## config.mk

```make
export PLATFORM = sky130hd
export DESIGN_NAME = result_streamer
export DESIGN_NICKNAME = d
export VERILOG_FILES = /design/src/rtl/result_streamer.sv
export SDC_FILE = /design/constraint.sdc
export NUM_CORES = 1
export LEC_CHECK = 0
export ABC_AREA = 1
export CORE_AREA = 2 2 96 98
export DETAILED_ROUTE_END_ITERATION = 7
export DIE_AREA = 0 0 98 100
export GPL_TIMING_DRIVEN = 1
export MAX_ROUTING_LAYER = met4
export PLACE_DENSITY = 0.87
export SKIP_LAST_GASP = 1
export SYNTH_ARGS = -nofsm -noshare
export SYNTH_HDL_FRONTEND = slang
export SYNTH_SLANG_ARGS = --single-unit
```

## constraint.sdc

```tcl
create_clock -name clk -period 3.8 [get_ports clk]
set_input_delay 0.38 -clock clk [delete_from_list [all_inputs] [get_ports clk]]
set_output_delay 0.38 -clock clk [all_outputs]
set_load 0.01 [all_outputs]
```

## src/rtl/result_streamer.sv

```systemverilog
`default_nettype none
// ============================================================================
//  Module   : result_streamer
//  Purpose  : Serialises NUM_WORDS result words of WORD_W bits onto an 8-bit
//             valid/ready byte stream. Frame = header {4'hA, mode}, payload
//             bytes (word 0 first, each word MSB byte first), then an optional
//             XOR checksum of header and payload.
//  Ports    : clk, rst_n      - clock, asynchronous active-low reset
//             ena             - global enable, low freezes the block
//             start           - frame request, sampled in IDLE only
//             mode            - regime code, captured on start
//             words           - result words, captured on start
//             out_ready       - consumer accepts the presented byte
//             out_byte        - presented byte (0 when out_valid is low)
//             out_valid       - out_byte is valid
//             busy            - frame in progress (HDR/PAY/CHK)
//             done            - one-cycle pulse after the last byte
//  Revision : 1.0 - initial parametrised release
// ============================================================================
module result_streamer #(
  parameter int WORD_W    = 32,
  parameter int NUM_WORDS = 2,
  parameter int MODE_W    = 3,
  parameter int CHK_EN    = 1
) (
  input  logic                          clk,
  input  logic                          rst_n,
  input  logic                          ena,
  input  logic                          start,
  input  logic [MODE_W-1:0]             mode,
  input  logic [NUM_WORDS*WORD_W-1:0]   words,
  input  logic                          out_ready,
  output logic [7:0]                    out_byte,
  output logic                          out_valid,
  output logic                          busy,
  output logic                          done
);

  localparam int BPW       = WORD_W / 8;
  localparam int NUM_BYTES = NUM_WORDS * BPW;
  localparam int CNT_W     = (NUM_BYTES > 1) ? $clog2(NUM_BYTES) : 1;

  localparam logic [2:0] S_IDLE = 3'd0;
  localparam logic [2:0] S_HDR  = 3'd1;
  localparam logic [2:0] S_PAY  = 3'd2;
  localparam logic [2:0] S_CHK  = 3'd3;
  localparam logic [2:0] S_DONE = 3'd4;

  logic [2:0]                  r_state;
  logic [2:0]                  w_next;
  logic [MODE_W-1:0]           r_mode;
  logic [NUM_WORDS*WORD_W-1:0] r_words;
  logic [CNT_W-1:0]            r_cnt;
  logic [7:0]                  r_acc;

  logic [7:0] w_hdr;
  logic [7:0] w_pay_byte;
  logic [7:0] w_cur;
  logic       w_accept;
  logic       w_last;
  logic       w_capture;

  assign w_hdr     = {4'hA, 4'(r_mode)};
  assign w_accept  = out_valid & out_ready;
  assign w_last    = (r_cnt == CNT_W'(NUM_BYTES - 1));
  assign w_capture = (r_state == S_IDLE) & ena & start;

  // Payload byte k lives in word k/BPW, byte (BPW-1 - k%BPW) of that word,
  // so each word goes out MSB byte first.
  always_comb begin
    w_pay_byte = 8'h00;
    for (int k = 0; k < NUM_BYTES; k++) begin
      if (r_cnt == CNT_W'(k)) begin
        w_pay_byte = r_words[(k / BPW) * WORD_W + (BPW - 1 - (k % BPW)) * 8 +: 8];
      end
    end
  end

  // State register
  always_ff @(posedge clk or negedge rst_n) begin
    if (!rst_n) begin
      r_state <= S_IDLE;
    end else begin
      r_state <= w_next;
    end
  end

  // Next-state logic; accepts are impossible while ena is low, so every
  // transition out of HDR/PAY/CHK is frozen automatically.
  always_comb begin
    w_next = r_state;
    case (r_state)
      S_IDLE: if (ena && start) w_next = S_HDR;
      S_HDR:  if (w_accept) w_next = S_PAY;
      S_PAY:  if (w_accept && w_last) w_next = (CHK_EN != 0) ? S_CHK : S_DONE;
      S_CHK:  if (w_accept) w_next = S_DONE;
      S_DONE: if (ena) w_next = S_IDLE;
      default: w_next = S_IDLE;
    endcase
  end

  // Output logic
  always_comb begin
    w_cur     = 8'h00;
    out_valid = 1'b0;
    busy      = 1'b0;
    done      = 1'b0;
    case (r_state)
      S_HDR: begin
        w_cur     = w_hdr;
        out_valid = ena;
        busy      = 1'b1;
      end
      S_PAY: begin
        w_cur     = w_pay_byte;
        out_valid = ena;
        busy      = 1'b1;
      end
      S_CHK: begin
        w_cur     = r_acc;
        out_valid = ena;
        busy      = 1'b1;
      end
      S_DONE: done = ena;
      default: ;
    endcase
    out_byte = out_valid ? w_cur : 8'h00;
  end

  // Capture, byte counter and checksum accumulator
  always_ff @(posedge clk or negedge rst_n) begin
    if (!rst_n) begin
      r_mode  <= '0;
      r_words <= '0;
      r_cnt   <= '0;
      r_acc   <= 8'h00;
    end else begin
      if (w_capture) begin
        r_mode  <= mode;
        r_words <= words;
        r_cnt   <= '0;
      end
      if (w_accept && r_state == S_HDR) begin
        r_acc <= w_hdr;
        r_cnt <= '0;
      end
      if (w_accept && r_state == S_PAY) begin
        r_acc <= r_acc ^ w_pay_byte;
        if (!w_last) begin
          r_cnt <= r_cnt + CNT_W'(1);
        end
      end
    end
  end

endmodule
`default_nettype wire

```

==> flow_summary.rst <==
.. list-table::
   :header-rows: 1

   * - Metric
     - Value
   * - Crit path capture type
     - output port
   * - Power density relative to cell area
     - roughly 680 nW/um^2
   * - Row Count
     - 35
   * - Number of nets in the layout
     - ~630
   * - Gate count after technology mapping
     - 469
   * - Share of the synthesized area in the top cell type
     - 46.96%
   * - Critical Path AT
     - ~2.9 ns
   * - Power Total
     - 0.003713 W
   * - Flops & latches, synth
     - 81
   * - Top library cells by usage in the layout, fill and taps aside
     - sky130_fd_sc_hd__nand2_1 (108), sky130_fd_sc_hd__clkdlybuf4s50_1 (81), sky130_fd_sc_hd__dfrtp_1 (81), sky130_fd_sc_hd__mux2_1 (61), sky130_fd_sc_hd__nand3_1 (47)
   * - Clock transition at the register clock pins on the worst setup and hold paths after CTS
     - 0.08 ns
   * - Combined global-route utilization of all metal layers
     - 21.36%
   * - Portion of the post-synthesis area used by sequential elements
     - 46.96%
   * - Total iterations of the first detailed-routing run
     - 5
   * - Minimum clock period after layout
     - 3.250 ns
   * - Cell taking the most area after synthesis
     - sky130_fd_sc_hd__dfrtp_1
   * - Standard cell area after detailed placement
     - roughly 5200 sq um
   * - CTS HTree Levels
     - 3
   * - PnR worst setup slack
     - 0.5501 ns
   * - Effective utilization at floorplan
     - between 40% and 50%
   * - Ratio of final minimum period to clock period
     - about 86%
   * - TritonCTS sink count
     - between 80 and 90
   * - Total I/O pin count
     - 83
   * - Run status
     - completed
   * - Total setup violations reported at the end of the flow
     - 0
   * - Worst R2R Path Depth
     - 4
   * - Tightest hold margin
     - 0.1710 ns
   * - Worst-margin pin slew
     - 1.028 ns
   * - Area added between synthesis and finish
     - 25.74%
   * - Number of antenna violations at the first check in global routing
     - 0
   * - Later-pin clock latency in the skew report
     - 0.35 ns
   * - Number of CTS-inserted buffers
     - 9
   * - Via count of the first global-routing pass
     - roughly 3,500
   * - CTS tree
     - done
   * - Sequential cell area
     - 2027 sq um
   * - Total overflow reported by the global router
     - 0
   * - Highest clock frequency the design can meet
     - 307.7 MHz
   * - Most used cell, CP
     - sky130_fd_sc_hd__nand2_1
   * - Vertical die dimension
     - about 100 um
   * - Multi-input gate area in the final layout
     - 2028 sq um
   * - Critical path type
     - reg2out
   * - Wire length per cell
     - 14.77 um
   * - Post-CTS sizing
     - 0
   * - Pin count of the biggest net entering global routing
     - just over 80
   * - Placement-stage worst setup slack
     - roughly 0.95 ns
   * - Unrepaired setup endpoints after global routing
     - false
   * - Starting DRT DRC Count
     - 200
   * - Filler cells
     - 735
   * - Max-cap check violation count
     - 0
   * - Most frequent standard cell in the layout excluding fill and tap cells
     - sky130_fd_sc_hd__nand2_1
   * - Largest vdd supply drop
     - between 0.0003 and 0.0004 V
   * - Core region area
     - between 8000 and 9000 sq um
   * - Total Die Area
     - 9800 sq um
   * - Cell at the root of the clock tree
     - sky130_fd_sc_hd__clkbuf_8
   * - Number of pins with negative max-slew slack in the final report
     - 0
   * - List of cells traversed by the critical path
     - inv_1, ha_1, inv_2, nor2_2, nand2_1, nand2_1, nand3_1, nand3_1, nand3_1, nand2_1, nand2_1, nand2_1, nand3_1, a21oi_1, clkdlybuf4s50_1
   * - Remaining antenna violation count after routing
     - 0
   * - Type of the most critical hold path
     - in2async
   * - Post-synthesis area per instance
     - 9.204 sq um
   * - Final hold vios
     - 0
   * - Width of the die
     - 98 um
   * - Max clock buf depth
     - 2
   * - CP max stage cell
     - sky130_fd_sc_hd__clkdlybuf4s50_1
   * - Mean number of vias per cell
     - ~5.2
   * - Hold Buf Count CTS
     - 0
   * - Relative slew slack
     - between 30% and 40%
   * - Synthesized cell area
     - 4317 sq um
   * - Wire length of the first global-routing pass
     - 16,180 um
   * - Synthesis warning total
     - 0
   * - DPL Wire Length
     - approximately 7400 um
   * - Share of layout cells above drive strength 1
     - 12.09%
   * - Sum of negative setup slack
     - 0 ns
   * - Leak
     - about 2.5 nW
   * - Endpoint required time on the critical path
     - 3.42 ns
   * - Startpoint kind of the worst setup timing path
     - register
   * - Net count after synthesis
     - 547
   * - Count of port buffers added during placement
     - just over 80
   * - Synth area leaders
     - sky130_fd_sc_hd__dfrtp_1 (47%), sky130_fd_sc_hd__mux2_1 (16%), sky130_fd_sc_hd__nand2_1 (9.4%), sky130_fd_sc_hd__nand3_1 (5.4%), sky130_fd_sc_hd__nor2_1 (3.0%)
   * - Delay contributed by the slowest stage of the critical path
     - between 0.5 and 0.6 ns
   * - Yosys cell types
     - 33
   * - Number of buffers inserted to repair setup after CTS
     - 0
   * - Global placement routability congestion
     - 0.8757
   * - Remaining routing DRC violations
     - 0
   * - Post-layout instance area
     - 5428 sq um
   * - Setup clock skew after layout
     - 0.007874 ns
   * - Total routed wirelength
     - 9822 um
   * - Crit path max fanout
     - 5
   * - Routed vias
     - roughly 3,500
   * - Number of antenna diodes
     - 0
-- power breakdown --
| group | switching [W] | total, W | internal (W) |
|---|---|---|---|
| combinational | 0.000808 | 0.00145 | 0.000646 |
| clock | 0.000311 | 0.000699 | 0.000387 |
| sequential | 0.000274 | 0.00156 | 0.00129 |
| total | 0.00139 | 0.00371 | 0.00232 |
-- cells by family after synthesis --
family | share of synthesized area (%)
muxes | 16.70
and+or+nand+nor | 23.83
AOI/OAI and AO/OA | 4.522
buffers and inverters | 6.261
DFF | 46.96
adders and majority gates | 1.739
-- through the flow --
stage | utilization (%) | instances
global route | 61.06 | 665
global placement | 58.58 | 649
finish | 61.06 | 665
CTS | 61.06 | 665
detailed placement | 58.58 | 649
floorplan | - | 469
-- metal layers --
metal	wire length, um	vias up	GRT usage [%]
met3	414	14	3.134
li1	-	1696	-
met5	0	-	-
met2	5085	86	36.46
met4	172	0	8.440
met1	4149	1671	25.74
-- cells in the mapped netlist (all sizes together) --
| library cell | instances |
|---|---|
| o22ai | 3 |
| or2 | 14 |
| a41oi | 1 |
| o211ai | 1 |
| nand2 | 115 |
| mux2 | 64 |
| o32ai | 1 |
| nand4 | 6 |
| nor2 | 42 |
| inv | 48 |
| nor3 | 1 |
| a22oi | 3 |
| buf | 13 |
| clkbuf | 1 |
| a21oi | 14 |
| nand3 | 47 |
| dfrtp | 81 |
| o21ai | 8 |
| ha | 6 |
-- registers in the layout, indices dropped and copies added (netlist names) --
name	flops
r_words	64
r_cnt	3
r_acc	8
r_state	3
r_mode	3
-- worst paths after layout --
check | slack [ns] | to | from
max in group asynchronous | 2.93 | r_words[1]$_DFFE_PN0P_ | rst_n
setup / recovery | 0.55 | out_byte[5] | r_cnt[0]$_DFF_PN0_
min in group clk | 0.49 | r_words[5]$_DFFE_PN0P_ | r_words[5]$_DFFE_PN0P_
setup reg to reg | 1.48 | r_words[9]$_DFFE_PN0P_ | r_state[2]$_DFFE_PN0P_
hold reg to reg | 0.49 | r_words[5]$_DFFE_PN0P_ | r_words[5]$_DFFE_PN0P_
hold / removal | 0.17 | r_words[38]$_DFFE_PN0P_ | rst_n
-- worst max-delay path: cells and delay by family, from the launching register on --
| family | cells | cell delay, ns |
|---|---|---|
| and+or+nand+nor | 10 | 0.91 |
| buffers and inverters | 3 | 0.74 |
| DFF | 1 | 0.43 |
| adders and majority gates | 1 | 0.29 |
| AOI/OAI and AO/OA | 1 | 0.17 |
-- layout make-up --
type / count / share of cell area, %
multi-input cells: 326 / 37.37
flip-flops and latches: 81 / 37.34
repair buffers: 83 / 15.21
inverters: 48 / 3.458
clock buffers: 11 / 2.605
well taps: 111 / 2.559
clock inverters: 5 / 1.452
Power figures use the tool's default switching activity.
